## src/rtl/serial_adder_pkg.sv

```systemverilog
// serial_adder_pkg: shared state encoding and sizing helper for the serial adder.
// Contents:
//   IDLE/RUN/DONE - FSM state codes
//   state_e       - typed FSM state built on those codes
//   cnt_width()   - width of the step counter, clog2(steps) but never below 1
package serial_adder_pkg;

    localparam logic [1:0] IDLE = 2'd0;
    localparam logic [1:0] RUN  = 2'd1;
    localparam logic [1:0] DONE = 2'd2;

    typedef enum logic [1:0] {
        StIdle = IDLE,
        StRun  = RUN,
        StDone = DONE
    } state_e;

    function automatic int unsigned cnt_width(input int unsigned steps);
        return (steps > 1) ? $clog2(steps) : 1;
    endfunction

endpackage

```

## src/rtl/serial_adder_if.sv

```systemverilog
// serial_adder_if: operand/result handshake bundle for serial_adder.
// Signals:
//   in_valid/in_ready   - operand handshake (producer -> adder)
//   a, b, cin           - operands and carry-in
//   out_valid/out_ready - result handshake (adder -> consumer)
//   sum, cout           - result and carry-out
//   sub, overflow       - subtract select and signed overflow (SERIAL_ADDER_SUB_EN only)
// Modports: master (producer/consumer side), slave (adder side).
interface serial_adder_if
    import serial_adder_pkg::*;
#(
    parameter int unsigned WIDTH = 8
);
    logic             in_valid;
    logic             in_ready;
    logic [WIDTH-1:0] a;
    logic [WIDTH-1:0] b;
    logic             cin;
    logic             out_valid;
    logic             out_ready;
    logic [WIDTH-1:0] sum;
    logic             cout;
`ifdef SERIAL_ADDER_SUB_EN
    logic             sub;
    logic             overflow;

    modport master (
        output in_valid, a, b, cin, sub, out_ready,
        input  in_ready, out_valid, sum, cout, overflow
    );
    modport slave (
        input  in_valid, a, b, cin, sub, out_ready,
        output in_ready, out_valid, sum, cout, overflow
    );
`else
    modport master (
        output in_valid, a, b, cin, out_ready,
        input  in_ready, out_valid, sum, cout
    );
    modport slave (
        input  in_valid, a, b, cin, out_ready,
        output in_ready, out_valid, sum, cout
    );
`endif
endinterface

```

## src/rtl/serial_adder_fa_slice.sv

```systemverilog
// fa_slice: combinational ripple chain of BPC one-bit full adders.
// Ports:
//   a, b     - BPC operand bits (LSB first)
//   ci       - carry into cell 0
//   s        - BPC sum bits
//   co       - carry out of the top cell
//   c_msb_in - carry into the top cell (for signed overflow detection)
module fa_slice
    import serial_adder_pkg::*;
#(
    parameter int unsigned BPC = 1
) (
    input  logic [BPC-1:0] a,
    input  logic [BPC-1:0] b,
    input  logic           ci,
    output logic [BPC-1:0] s,
    output logic           co,
    output logic           c_msb_in
);

    always_comb begin
        logic [BPC:0] c;
        c    = '0;
        s    = '0;
        c[0] = ci;
        for (int i = 0; i < BPC; i++) begin
            s[i]   = a[i] ^ b[i] ^ c[i];
            c[i+1] = (a[i] & b[i]) | (c[i] & (a[i] ^ b[i]));
        end
        co       = c[BPC];
        c_msb_in = c[BPC-1];
    end

endmodule

```

## src/rtl/serial_adder.sv

```systemverilog
// serial_adder: multi-cycle adder, BPC bits per clock through one fa_slice.
// Ports:
//   clk   - rising-edge clock
//   rst_n - synchronous active-low reset
//   bus   - serial_adder_if.slave: operand and result valid/ready handshakes
// Parameters: WIDTH (>= 2), BPC (must divide WIDTH). STEPS = WIDTH/BPC cycles in RUN.
// Optional: define SERIAL_ADDER_SUB_EN for sub/overflow (a-b in two's complement).
module serial_adder
    import serial_adder_pkg::*;
#(
    parameter int unsigned WIDTH = 8,
    parameter int unsigned BPC   = 1
) (
    input  logic          clk,
    input  logic          rst_n,
    serial_adder_if.slave bus
);

    localparam int unsigned STEPS = WIDTH / BPC;
    localparam int unsigned CW    = cnt_width(STEPS);

    state_e           state_q, state_d;
    logic [WIDTH-1:0] sha_q, sha_d;
    logic [WIDTH-1:0] shb_q, shb_d;
    logic [WIDTH-1:0] sum_q, sum_d;
    logic             carry_q, carry_d;
    logic             cout_q, cout_d;
    logic [CW-1:0]    count_q, count_d;

    logic [BPC-1:0]   s_sum;
    logic             s_co;
    logic             s_cmsb;

    fa_slice #(
        .BPC (BPC)
    ) u_slice (
        .a        (sha_q[BPC-1:0]),
        .b        (shb_q[BPC-1:0]),
        .ci       (carry_q),
        .s        (s_sum),
        .co       (s_co),
        .c_msb_in (s_cmsb)
    );

`ifdef SERIAL_ADDER_SUB_EN
    logic ovf_q, ovf_d;
`else
    logic unused_cmsb;
    assign unused_cmsb = s_cmsb;
`endif

    always_comb begin
        state_d = state_q;
        sha_d   = sha_q;
        shb_d   = shb_q;
        sum_d   = sum_q;
        carry_d = carry_q;
        cout_d  = cout_q;
        count_d = count_q;
`ifdef SERIAL_ADDER_SUB_EN
        ovf_d   = ovf_q;
`endif
        unique case (state_q)
            StIdle: begin
                if (bus.in_valid) begin
                    sha_d   = bus.a;
                    shb_d   = bus.b;
                    carry_d = bus.cin;
`ifdef SERIAL_ADDER_SUB_EN
                    // a + ~b + 1 == a - b; cin is ignored for subtraction
                    if (bus.sub) begin
                        shb_d   = ~bus.b;
                        carry_d = 1'b1;
                    end
`endif
                    count_d = '0;
                    state_d = StRun;
                end
            end
            StRun: begin
                sha_d   = sha_q >> BPC;
                shb_d   = shb_q >> BPC;
                // Result bits enter at the top and migrate down to their final position
                sum_d   = (sum_q >> BPC) | (WIDTH'(s_sum) << (WIDTH - BPC));
                carry_d = s_co;
                count_d = count_q + CW'(1);
                if (count_q == CW'(STEPS - 1)) begin
                    cout_d  = s_co;
`ifdef SERIAL_ADDER_SUB_EN
                    ovf_d   = s_cmsb ^ s_co;
`endif
                    state_d = StDone;
                end
            end
            StDone: begin
                if (bus.out_ready) begin
                    state_d = StIdle;
                end
            end
            default: state_d = StIdle;
        endcase
    end

    always_ff @(posedge clk) begin
        if (!rst_n) begin
            state_q <= StIdle;
            sha_q   <= '0;
            shb_q   <= '0;
            sum_q   <= '0;
            carry_q <= 1'b0;
            cout_q  <= 1'b0;
            count_q <= '0;
`ifdef SERIAL_ADDER_SUB_EN
            ovf_q   <= 1'b0;
`endif
        end else begin
            state_q <= state_d;
            sha_q   <= sha_d;
            shb_q   <= shb_d;
            sum_q   <= sum_d;
            carry_q <= carry_d;
            cout_q  <= cout_d;
            count_q <= count_d;
`ifdef SERIAL_ADDER_SUB_EN
            ovf_q   <= ovf_d;
`endif
        end
    end

    assign bus.in_ready  = (state_q == StIdle);
    assign bus.out_valid = (state_q == StDone);
    assign bus.sum       = sum_q;
    assign bus.cout      = cout_q;
`ifdef SERIAL_ADDER_SUB_EN
    assign bus.overflow  = ovf_q;
`endif

endmodule

```

## src/flat_wrapper.sv

```systemverilog
// flat-port wrapper written by rule: the top's interface ports become plain ports
module serial_adder_flat import serial_adder_pkg::*;
#(
    parameter int unsigned WIDTH = 8,
    parameter int unsigned BPC   = 1
)
  (clk, rst_n, bus_in_valid, bus_a, bus_b, bus_cin, bus_out_ready, bus_in_ready, bus_out_valid, bus_sum, bus_cout);
  serial_adder_if #(.WIDTH(WIDTH)) bus_i ();
  input  logic clk;
  input  logic rst_n;
  input wire logic [$bits(bus_i.in_valid)-1:0] bus_in_valid;
  input wire logic [$bits(bus_i.a)-1:0] bus_a;
  input wire logic [$bits(bus_i.b)-1:0] bus_b;
  input wire logic [$bits(bus_i.cin)-1:0] bus_cin;
  input wire logic [$bits(bus_i.out_ready)-1:0] bus_out_ready;
  output wire logic [$bits(bus_i.in_ready)-1:0] bus_in_ready;
  output wire logic [$bits(bus_i.out_valid)-1:0] bus_out_valid;
  output wire logic [$bits(bus_i.sum)-1:0] bus_sum;
  output wire logic [$bits(bus_i.cout)-1:0] bus_cout;
  assign bus_i.in_valid = bus_in_valid;
  assign bus_i.a = bus_a;
  assign bus_i.b = bus_b;
  assign bus_i.cin = bus_cin;
  assign bus_i.out_ready = bus_out_ready;
  assign bus_in_ready = bus_i.in_ready;
  assign bus_out_valid = bus_i.out_valid;
  assign bus_sum = bus_i.sum;
  assign bus_cout = bus_i.cout;
  serial_adder #(.WIDTH(WIDTH), .BPC(BPC)) u_core (.clk(clk), .rst_n(rst_n), .bus(bus_i));
endmodule
```

## config.mk

```make
export PLATFORM = sky130hd
export DESIGN_NAME = serial_adder_flat
export DESIGN_NICKNAME = d
export VERILOG_FILES = /design/src/rtl/serial_adder_pkg.sv /design/src/rtl/serial_adder_if.sv /design/src/rtl/serial_adder_fa_slice.sv /design/src/rtl/serial_adder.sv /design/src/flat_wrapper.sv
export SDC_FILE = /design/constraint.sdc
export NUM_CORES = 1
export LEC_CHECK = 0
export CORE_ASPECT_RATIO = 0.9
export CORE_MARGIN = 5
export CORE_UTILIZATION = 52
export CTS_CLUSTER_SIZE = 10
export DETAILED_ROUTE_END_ITERATION = 6
export HOLD_SLACK_MARGIN = 0.02
export PLACE_DENSITY = 0.83
export SLEW_MARGIN = 20
export SYNTH_ARGS = -nofsm -noshare
export SYNTH_HDL_FRONTEND = slang
export SYNTH_SLANG_ARGS = --single-unit
```

## constraint.sdc

```tcl
create_clock -name clk -period 2.81 [get_ports clk]
set_input_delay 0.843 -clock clk [delete_from_list [all_inputs] [get_ports clk]]
set_output_delay 0.843 -clock clk [all_outputs]
set_load 0.05 [all_outputs]
```

==> results.txt, run 1 <==
The number of antenna diodes in the final layout is 0. For the arrival time reported for the critical path endpoint, the log shows 1.54 ns. The worst path uses 84.6% of the clock period.

The tools report the first-pass GRT wire length as 5020 um. For this run, design rule violations remaining after detail routing come to 0. From synthesis to final layout, the design area changed by 28.2%. Sequential cells account for 53.3% of the total power. The count of nets left with antenna violations once routing finished came out at 0. The tools report the placement-stage cell area as 1690 um^2. In this run the power spent charging and discharging nets is 0.000226 W. Dividing the detail-routed via count by the number of cells gives 5.72. The classification of the worst-slack hold path was flop to flop. The switching share of power is 25.2%.

Pin placement for this block handled 32 I/O pins. Setup repair after global routing left no endpoint under its margin. For the final routed database, the setup TNS stands at 0 ns. The floorplan has 17 rows. The final layout net count was 200; the final setup skew was 0.00530 ns.

Post-synthesis cell type count: 24. The run gives 421 MHz as the highest attainable clock frequency. The cell sitting at the root of the clock tree is a sky130_fd_sc_hd__clkbuf_4. For the post-synthesis instance area, the log shows 1370 um^2. For the share of total power in the clock network, the log shows 33.2%. The first TritonRoute pass finished after 4 iterations. The smallest setup slack after layout is 0.432 ns. TritonCTS built the clock tree.

Number of antenna violations at the first check in global routing: 0. The Yosys step of the flow raised 0 warnings. Per report_power, the combinational group accounts for 13.5% of the total. The final count of hold timing violations came out at 0. The count of state elements after synthesis is 31, and the transition time at the pin with the least slew margin is 0.861 ns. The clock tree synthesis step divided the H-tree into 2 levels. TritonCTS created 5 clock buffers. The number of violations reported at the end of detailed-routing iteration 0 is 74. Traced cell by cell, the critical path runs through clkdlybuf4s50_1. The clock edge transition at the registers on the reported setup and hold paths is 0.10 ns, and the total congestion overflow after global routing is 0. The total buffers and inverters traversed by the critical path came out at 1. The flow ran to the end, and the final reports show no timing, DRC or antenna violations.

The kind of cell with the highest combined delay along the critical path is buffers and inverters. Of all nets on the critical path, the largest fanout is 3. The worst setup path is launched from a flop. Global routing consumed, over all layers together, 17.1% of the routing resources. The worst setup path category is flop to primary output.

At the end of the flow the core is filled with cells to 70.5%. In this run the deepest clock path goes through 2 buffers. In this design, the stage delay of the slowest critical-path cell is 0.82 ns. Launching instance or port of the critical path: u_core.bus.sum[7]$_SDFFE_PN0P_. The die outline area was 3760 um^2; the die width was 64.1 um. The detailed-route wire length per cell is 14.9 um. Of the cells placed in the final design, the portion with a size suffix greater than 1 is 8.47%. IR analysis of the VDD net gives a maximum drop of 0.356 mV. After clock tree synthesis, the repair step resized 0 gates.

Data on the critical path is required at its endpoint by 1.97 ns. For this design, the CTS-stage hold fixing added 0 buffers. The core region area was 2490 um^2. Subtracting the final worst setup slack from the clock period gives 2.38 ns.

In this run the most critical hold path is launched from u_core.bus.sum[0]$_SDFFE_PN0P_. The number of nets handed over by synthesis was 170. For the via count of the first global-routing pass, the log shows 1083.

The fraction of registers with async set or reset after synthesis is 0%. For flop-to-flop paths, the worst setup slack is 1.09 ns. The largest individual stage delay along the critical path comes from the cell sky130_fd_sc_hd__clkdlybuf4s50_1. The mean instance size in the synthesized netlist is 9.38 um^2, and the synthesized netlist cell count is 146.

The run gives 31 as the clock sink total. In this run the post-CTS setup repair buffer count came out at 0. The wire length after detailed routing was 3050 um. Once the floorplan was initialized, standard cells occupied 55.0% of the core. The synthesized design contains 0 enable-type register cells. The worst pin sits at a relative slew slack of 42.5%. For this run, the register share of the synthesized area comes to 45.3%.

Setup violations remaining at the end of the flow were counted as 0. STA classifies the critical path endpoint as a primary output. After routing the design area is 1750 um^2. The tools report the half-perimeter wire length after detailed placement as 2060 um.

Most instantiated flip-flop cell in the synthesis netlist: sky130_fd_sc_hd__dfxtp_1. The floorplan die height is 58.7 um. The tools report the final max-slew violation count as 0.

Entering global routing, the biggest net connects 35 pins. The clock reaches the later pin of the worst-skew pair after 0.33 ns. The detailed router placed 1172 vias in this run.

Internal power component: 0.000669 W. The number of placed instances, taps included is 197. For the leakage power of the design, the log shows 0.634 nW.

At the end of routability-driven placement, the weighted congestion stood at 0.705. The max capacitance violation total came out at 0. The startpoint identified for the worst register-to-register timing path is u_core.state_q[0]$_SDFFE_PN0P_. At the placement stage, the worst setup path has a slack of 0.608 ns.

Number of I/O port buffers: 31. Post-route non-filler standard cell count: 205. The power per cell area is 510 nW/um^2.
-- routing by layer --
metal / GRT usage, % / part of all wire, %
met4: 9.50 / 1.6
met2: 26.0 / 47
met1: 21.5 / 46
met5: 0 / 0
met3: 5.34 / 5.4
-- cell type report --
class / count / area [um^2]
clock buffers: 8 / 68.8
repair buffers: 35 / 335
multi-input cells: 101 / 687
well taps: 28 / 35.0
flip-flops and latches: 31 / 621
fillers: 189 / 734
inverters: 2 / 7.51
-- Yosys cell counts (all sizes together), types with 2 or more instances --
cell type	instances	area share, %
nand2	19	5.2
buf	4	1.6
dfxtp	31	45
nor2b	3	1.4
o21ai	21	7.7
nor2	3	1.0
nand4bb	2	1.6
a21boi	11	6.0
nand3	3	1.1
mux2i	16	12
o211ai	15	8.2
clkbuf	8	2.3
ha	2	1.8
inv	2	0.55
-- sequential cells by signal, summed over array words and instances, names as in the netlist --
register / flops
u_core.bus.cout: 1
u_core.sha_q: 8
u_core.count_q: 3
u_core.state_q: 2
u_core.shb_q: 8
u_core.bus.sum: 8
u_core.carry_q: 1
-- through the flow --
stage / hold slack (ns) / power, W
floorplan: 0.440 / 0.000558
CTS: 0.474 / 0.000899
global placement: 0.450 / 0.000603
global route: 0.501 / 0.000935
detailed placement: 0.461 / 0.000608
finish: 0.470 / 0.000895
-- power groups by stage --
| stage | clock network (W) | logic, W | registers (W) |
|---|---|---|---|
| after floorplan | 0 | 0.0000703 | 0.000487 |
| after global placement | 0 | 0.000117 | 0.000485 |
| after detailed placement | 0 | 0.000121 | 0.000487 |
| after CTS | 0.000301 | 0.000121 | 0.000477 |
| after global routing | 0.000322 | 0.000132 | 0.000480 |
| final | 0.000297 | 0.000121 | 0.000477 |
-- worst paths after layout --
| path | end | depth (start not counted) |
|---|---|---|
| setup / recovery | bus_sum[7] | 1 |
| hold / removal | u_core.bus.sum[0]$_SDFFE_PN0P_ | 2 |
| setup reg to reg | u_core.sha_q[0]$_SDFFE_PN0P_ | 4 |
| hold reg to reg | u_core.bus.sum[0]$_SDFFE_PN0P_ | 2 |
-- cells by family (layout without fill, tap and decap cells) --
logic type	after synthesis	count (layout)	share of synthesized area, %
AOI/OAI and AO/OA	48	48	22.5
and+or+nand+nor	34	34	12.7
DFF	31	31	45.3
muxes	16	16	11.7
buffers and inverters	14	45	4.48
adders and majority gates	3	3	3.29
-- cell usage in the layout (no fill, tap or decap), types with 2 or more instances in the layout --
| cell | n |
|---|---|
| sky130_fd_sc_hd__a21boi_0 | 11 |
| sky130_fd_sc_hd__buf_4 | 6 |
| sky130_fd_sc_hd__clkbuf_4 | 5 |
| sky130_fd_sc_hd__clkbuf_8 | 2 |
| sky130_fd_sc_hd__clkdlybuf4s50_1 | 29 |
| sky130_fd_sc_hd__dfxtp_1 | 31 |
| sky130_fd_sc_hd__ha_1 | 2 |
| sky130_fd_sc_hd__inv_1 | 2 |
| sky130_fd_sc_hd__mux2i_1 | 16 |
| sky130_fd_sc_hd__nand2_1 | 19 |
| sky130_fd_sc_hd__nand3_1 | 3 |
| sky130_fd_sc_hd__nand4bb_1 | 2 |
| sky130_fd_sc_hd__nor2_1 | 2 |
| sky130_fd_sc_hd__nor2b_1 | 3 |
| sky130_fd_sc_hd__o211ai_1 | 15 |
| sky130_fd_sc_hd__o21ai_0 | 11 |
| sky130_fd_sc_hd__o21ai_1 | 10 |
Note: power is estimated with default switching activity, not from simulation.
==> run 2: changes to the inputs <==
CORE_UTILIZATION = 48   (was 52)
PLACE_DENSITY = 0.77   (was 0.83)
clock period = 2.3 ns   (was 2.81 ns; I/O delays follow)
==> results.txt, run 2 (synthesis results as in run 1) <==
The worst setup path category was flop to primary output (unchanged). The part of the total power dissipated in combinational logic is 15.0% (was 13.5%), and the data required time of the critical path is 1.61 ns (was 1.97 ns). The transition time at the pin with the least slew margin works out to 0.502 ns (was 0.861 ns). The family of cells with the greatest summed delay on the critical path is buffers and inverters (unchanged). The tools report the startpoint kind of the worst setup timing path as a flop (unchanged). The register-to-register path setup slack was 0.61 ns (was 1.09 ns); the ratio of cells with drive above 1 in the final layout was 8.47% (unchanged). The core region area was 2750 um^2 (was 2490 um^2); the leakage power of the design was 0.630 nW (was 0.634 nW). Number of optimization iterations in the first detailed-route pass: 5 (was 4). The met3 track demand over resource in global routing came out at 4.81% (was 5.34%).

Via count of the first global-routing pass: 1120 (was 1083). Number of I/O port buffers: 31 (unchanged). Internal power component: 0.000749 W (was 0.000669 W). Commonest cells after routing, fill and taps aside: 31 x sky130_fd_sc_hd__dfxtp_1, 29 x sky130_fd_sc_hd__clkdlybuf4s50_1, 19 x sky130_fd_sc_hd__nand2_1 (unchanged).

The total buffers and inverters traversed by the critical path is 1 (unchanged). The sequential group share of total power was 57.6% (was 53.3%); the synthesis-to-finish area growth was 28.3% (was 28.2%). TritonCTS built the clock tree. For the die outline area, the log shows 4020 um^2 (was 3760 um^2). The first-pass GRT wire length was 4930 um (was 5020 um). The number of remaining DRC errors was 0 (unchanged); the combined global-route utilization of all metal layers was 16.3% (was 17.1%). The tools report the highest attainable clock frequency as 454 MHz. The number of buffers inserted to repair setup after CTS came out at 0 (unchanged). The logs give 0.000261 W (was 0.000226 W) for the net load switching power and 0 (unchanged) for the count of final setup violators.

The fraction of met2 tracks used by global routing came out at 26.2% (was 26.0%). The slowest library cell on the worst path was sky130_fd_sc_hd__clkdlybuf4s50_1 (unchanged). The startpoint of the worst hold path was u_core.bus.sum[0]$_SDFFE_PN0P_ (unchanged). Launching point of the worst reg2reg path: u_core.state_q[0]$_SDFFE_PN0P_ (unchanged). The number of buffers added by the clock tree synthesis step is 5 (unchanged).

The die width is 66.3 um (was 64.1 um). The top fanout value on the critical path came out at 3 (unchanged). The number of buffers added to fix hold violations after cts is 0 (unchanged), and the number of violations reported at the end of detailed-routing iteration 0 is 86 (was 74). The run gives 0 (unchanged) as the number of antenna repair diodes. For the relative slew slack, the log shows 66.4% (was 42.5%). The final non-filler cell area was 1760 um^2 (was 1750 um^2); the initial cell density of the core was 49.8% (was 55.0%). Maximum number of pins on one net before global-route repair: 35 (unchanged).

The busiest layer in global routing is met2 (unchanged). The ratio of routed vias to standard cells works out to 5.29 (was 5.72). The run gives 0 (unchanged) as the number of resized instances in the post-cts repair step. The tools report the I/O pin count as 32 (unchanged).

The launching instance or port of the critical path was u_core.bus.sum[6]$_SDFFE_PN0P_ (was u_core.bus.sum[7]$_SDFFE_PN0P_). Clock tree root buffer cell: sky130_fd_sc_hd__clkbuf_4 (unchanged). The arrival time reported for the critical path endpoint is 1.51 ns (was 1.54 ns), and the final setup skew is 0.00604 ns (was 0.00530 ns). The total congestion overflow after global routing is 0 (unchanged), and the number of rows created at floorplan is 18 (was 17). The clock edge transition at the registers on the reported setup and hold paths works out to 0.08 ns (was 0.10 ns). The final count of hold timing violations is 0 (unchanged), and the wire length after detailed routing is 2970 um (was 3050 um). Sequence of cells on the critical path: clkdlybuf4s50_1 (unchanged).

For the clock latency at the later pin of the worst-skew pair, the log shows 0.33 ns (about the same). The sort of element at the end of the critical path is a primary output (unchanged). The final max-slew violation count was 0 (unchanged); the number of antenna violations at the first check in global routing was 0 (unchanged). Setup repair after global routing left no endpoint under its margin. The tools report the half-perimeter wire length after detailed placement as 2130 um (was 2060 um). The longest individual stage delay on the worst path works out to 0.82 ns (about the same). The CTS H-tree depth is 2 (unchanged), and the routability congestion estimate is 0.710 (was 0.705). For the met1 layer usage reported by global route, the log shows 20.7% (was 21.5%). The run finished with clean final reports. The power per cell area was 575 nW/um^2 (was 510 nW/um^2); the floorplan die height was 60.7 um (was 58.7 um).

The logs give 31 (unchanged) for the clock sink total and 1720 um^2 (was 1690 um^2) for the placement-stage cell area. The time the worst path needs with I/O delays and setup is 2.20 ns, and the final layout net count is 202 (was 200). After layout, the worst path uses 95.8% of the clock period.

The max capacitance violation total was 0 (unchanged); the number of nets with antenna violations after detailed routing was 0 (unchanged). Number of buffers on the longest clock path: 2 (unchanged). The share of total power in the clock network is 27.4% (was 33.2%), and the number of vias after detailed routing is 1148 (was 1172).

The detailed-route wire length per cell came out at 13.7 um (was 14.9 um). The switching share of power was 25.9% (was 25.2%). The worst supply voltage drop on vdd was 0.372 mV (was 0.356 mV).

Classification of the worst-slack hold path: flop to flop (unchanged). The run gives 0 ns (unchanged) as the aggregate negative setup slack. The most common cell after layout, fill and taps aside is sky130_fd_sc_hd__dfxtp_1 (unchanged).
run 2: power by group through the flow:
| stage | registers [W] | logic (W) | clock network (W) |
|---|---|---|---|
| finish | 0.000582 | 0.000151 | 0.000277 |
| global route | 0.000586 | 0.000164 | 0.000309 |
| CTS | 0.000582 | 0.000152 | 0.000286 |
| detailed placement | 0.000595 | 0.000151 | 0 |
| global placement | 0.000593 | 0.000148 | 0 |
| floorplan | 0.000595 | 0.0000859 | 0 |
run 2: through the flow:
step | cells | power [W] | util (%) | setup WS, ns | hold WS [ns]
6_report | 217 | 0.00101 | 63.9 | 0.0972 | 0.469
4_1_cts | 217 | 0.00102 | 63.9 | 0.0896 | 0.475
2_1_floorplan | 146 | 0.000681 | - | 0.222 | 0.440
5_1_grt | 217 | 0.00106 | 63.9 | 0.0466 | 0.499
3_3_place_gp | 211 | 0.000740 | 62.4 | 0.324 | 0.448
3_5_place_dp | 211 | 0.000746 | 62.4 | 0.277 | 0.463
run 2: worst paths after layout:
check | depth (start not counted) | end
setup / recovery | 1 | bus_sum[6]
setup reg to reg | 4 | u_core.shb_q[6]$_SDFFE_PN0P_
hold reg to reg | 2 | u_core.bus.sum[0]$_SDFFE_PN0P_
hold / removal | 2 | u_core.bus.sum[0]$_SDFFE_PN0P_
run 2: metal layers:
layer / vias up / routed length [um]
met5: - / 0
met2: 20 / 1390
met4: 0 / 42
met1: 542 / 1410
li1: 581 / -
met3: 5 / 128
run 2: final cells by class:
cell class | instances | area (um^2)
clock buffers | 6 | 41.3
flip-flops and latches | 31 | 621
multi-input cells | 101 | 687
repair buffers | 37 | 350
inverters | 2 | 7.51
well taps | 40 | 50.0
fillers | 244 | 991
==> run 3: changes to the inputs <==
REMOVE_ABC_BUFFERS = 1   (was default)
==> results.txt, run 3 (synthesis results as in run 1) <==
The synthesis-to-finish area growth was 28.3% (unchanged); the CTS H-tree depth was 2 (unchanged). The clock sink total is 31 (unchanged), and the longest individual stage delay on the worst path is 0.81 ns (was 0.82 ns). The transition time at the pin with the least slew margin was 0.504 ns (was 0.502 ns); the switching share of power was 25.6% (was 25.9%). The family of cells with the greatest summed delay on the critical path is buffers and inverters (unchanged). The tools report the sort of element at the end of the critical path as a primary output (unchanged).

For the hold slack, the log shows 0.473 ns (was 0.469 ns). The logs give 5 (unchanged) for the number of buffers added by the clock tree synthesis step and 0.111 ns (was 0.0972 ns) for the smallest setup slack after layout. Arrival time reported for the critical path endpoint: 1.50 ns (was 1.51 ns).

The total buffers and inverters traversed by the critical path is 1 (unchanged), and the number of antenna repair diodes is 0 (unchanged). The number of buffers inserted to repair setup after CTS was 0 (unchanged). The max capacitance violation total was 0 (unchanged); the maximum number of pins on one net before global-route repair was 35 (unchanged). Pre-CTS setup slack: 0.260 ns (was 0.277 ns). The detailed-route wire length per cell came out at 13.1 um (was 13.7 um). The combined global-route utilization of all metal layers is 16.9% (was 16.3%). The share of total power in the clock network came out at 27.3% (was 27.4%).

Part of the cycle the worst path needs: 95.2% (was 95.8%). The ratio of routed vias to standard cells is 5.20 (was 5.29). The tools report the aggregate negative setup slack as 0 ns (unchanged). The number of rows created at floorplan was 18 (unchanged); the register area was 621 um^2 (unchanged). The worst supply voltage drop on vdd was 0.353 mV (was 0.372 mV). The tools report the startpoint kind of the worst setup timing path as a flop (unchanged). The time the worst path needs with I/O delays and setup was 2.19 ns (was 2.20 ns); the routability congestion estimate was 0.724 (was 0.710). The first-pass GRT wire length came out at 5020 um (was 4930 um).

The die outline area was 4020 um^2 (unchanged). TritonCTS built the clock tree. Worst setup path category: flop to primary output (unchanged). The power per cell area is 574 nW/um^2 (was 575 nW/um^2). The wire length after detailed routing was 2850 um (was 2970 um).

The sequential group share of total power is 57.3% (was 57.6%). The run gives 0 (unchanged) as the number of nets with antenna violations after detailed routing. The tools report the initial cell density of the core as 49.8% (unchanged). The number of buffers added to fix hold violations after cts was 0 (unchanged); the top fanout value on the critical path was 3 (unchanged). The number of antenna violations at the first check in global routing came out at 0 (unchanged). The run gives 0.00333 ns (was 0.00604 ns) as the final setup skew. The internal power component was 0.000750 W (was 0.000749 W). The run gives 2000 um (was 2130 um) as the half-perimeter wire length after detailed placement.

The slowest library cell on the worst path is sky130_fd_sc_hd__clkdlybuf4s50_1 (unchanged). Sequence of cells on the critical path: clkdlybuf4s50_1 (unchanged). The I/O pin count was 32 (unchanged).

For the number of optimization iterations in the first detailed-route pass, the log shows 4 (was 5). The leakage power of the design was 0.630 nW (unchanged). The combined area of the multi-input logic cells was 687 um^2 (unchanged). The total congestion overflow after global routing was 0 (unchanged). The hold path depth came out at 2 (unchanged). Most common cell after layout, fill and taps aside: sky130_fd_sc_hd__dfxtp_1 (unchanged). The run gives 250 (was 244) as the filler cell count in the final layout. The worst-case reg-to-reg path depth works out to 4 (unchanged). The die width is 66.3 um (unchanged).

Number of buffers on the longest clock path: 2 (unchanged). For the part of the total power dissipated in combinational logic, the log shows 15.3% (was 15.0%). The clock edge transition at the registers on the reported setup and hold paths works out to 0.08 ns (about the same). Commonest cells after routing, fill and taps aside: 31 x sky130_fd_sc_hd__dfxtp_1, 29 x sky130_fd_sc_hd__clkdlybuf4s50_1, 19 x sky130_fd_sc_hd__nand2_1 (unchanged). The number of resized instances in the post-cts repair step is 0 (unchanged).

The number of vias after detailed routing is 1129 (was 1148). The register-to-register path setup slack is 0.72 ns (was 0.61 ns), and the final max-slew violation count is 0 (unchanged). For the data required time of the critical path, the log shows 1.61 ns (about the same).

The tools report the clock tree root buffer cell as sky130_fd_sc_hd__clkbuf_4 (unchanged). Setup repair after global routing left no endpoint under its margin. The ratio of cells with drive above 1 in the final layout came out at 8.47% (unchanged). The number of I/O port buffers is 31 (unchanged), and the clock latency at the later pin of the worst-skew pair is 0.32 ns (was 0.33 ns).

The final layout net count is 202 (unchanged), and the number of stages on the worst setup path is 1 (unchanged). The tools report the number of remaining DRC errors as 0 (unchanged). The run finished with clean final reports.

The number of violations reported at the end of detailed-routing iteration 0 came out at 78 (was 86). The run gives 1143 (was 1120) as the via count of the first global-routing pass. The classification of the worst-slack hold path is flop to flop (unchanged).

The highest attainable clock frequency is 457 MHz (was 454 MHz). Floorplan die height: 60.7 um (unchanged). The overall power of the completed layout is 0.00101 W (about the same), and the core region area is 2750 um^2 (unchanged). The relative slew slack was 66.3% (was 66.4%). The final count of hold timing violations came out at 0 (unchanged). The count of final setup violators was 0 (unchanged); the net load switching power was 0.000258 W (was 0.000261 W).
run 3: layer usage:
layer	share of wire [%]	track usage, %	up-vias
li1	-	-	585
met1	43	18.6	510
met2	49	28.9	29
met3	5.2	5.37	5
met4	2.6	9.86	0
met5	0	0	-
run 3: path summary, 6_finish.rpt:
| path | from | end |
|---|---|---|
| max | u_core.bus.sum[2]$_SDFFE_PN0P_ | bus_sum[2] |
| min | u_core.bus.sum[0]$_SDFFE_PN0P_ | u_core.bus.sum[0]$_SDFFE_PN0P_ |
| max reg2reg | u_core.state_q[1]$_SDFFE_PN0P_ | u_core.bus.cout$_SDFFE_PN0P_ |
| min reg2reg | u_core.bus.sum[0]$_SDFFE_PN0P_ | u_core.bus.sum[0]$_SDFFE_PN0P_ |
run 3: power by group through the flow:
stage               sequential (W)  clock, W  combinational [W]
detailed placement        0.000591         0           0.000154
global route              0.000582  0.000314           0.000169
finish                    0.000578  0.000276           0.000154
CTS                       0.000579  0.000288           0.000156
global placement          0.000589         0           0.000150
floorplan                 0.000603         0          0.0000661
run 3: cell type report:
type / count / area share [%]
Clock buffer: 6 / 2.35
Inverter: 2 / 0.427
Sequential cell: 31 / 35.3
Timing Repair Buffer: 37 / 19.9
Multi-Input combinational cell: 101 / 39.1
Tap cell: 40 / 2.85
run 3: metrics by stage:
stage | instance area, um^2 | instances | util [%]
floorplan | 1320 | 134 | -
global placement | 1720 | 211 | 62.4
detailed placement | 1720 | 211 | 62.4
CTS | 1760 | 217 | 63.9
global route | 1760 | 217 | 63.9
finish | 1760 | 217 | 63.9
run 3: worst reg2reg max path: stages, from the launching register on:
cell	delay, ns
sky130_fd_sc_hd__dfxtp_1	0.58
sky130_fd_sc_hd__buf_4	0.27
sky130_fd_sc_hd__nand2b_1	0.32
sky130_fd_sc_hd__o21ai_0	0.13
sky130_fd_sc_hd__a21boi_0	0.20
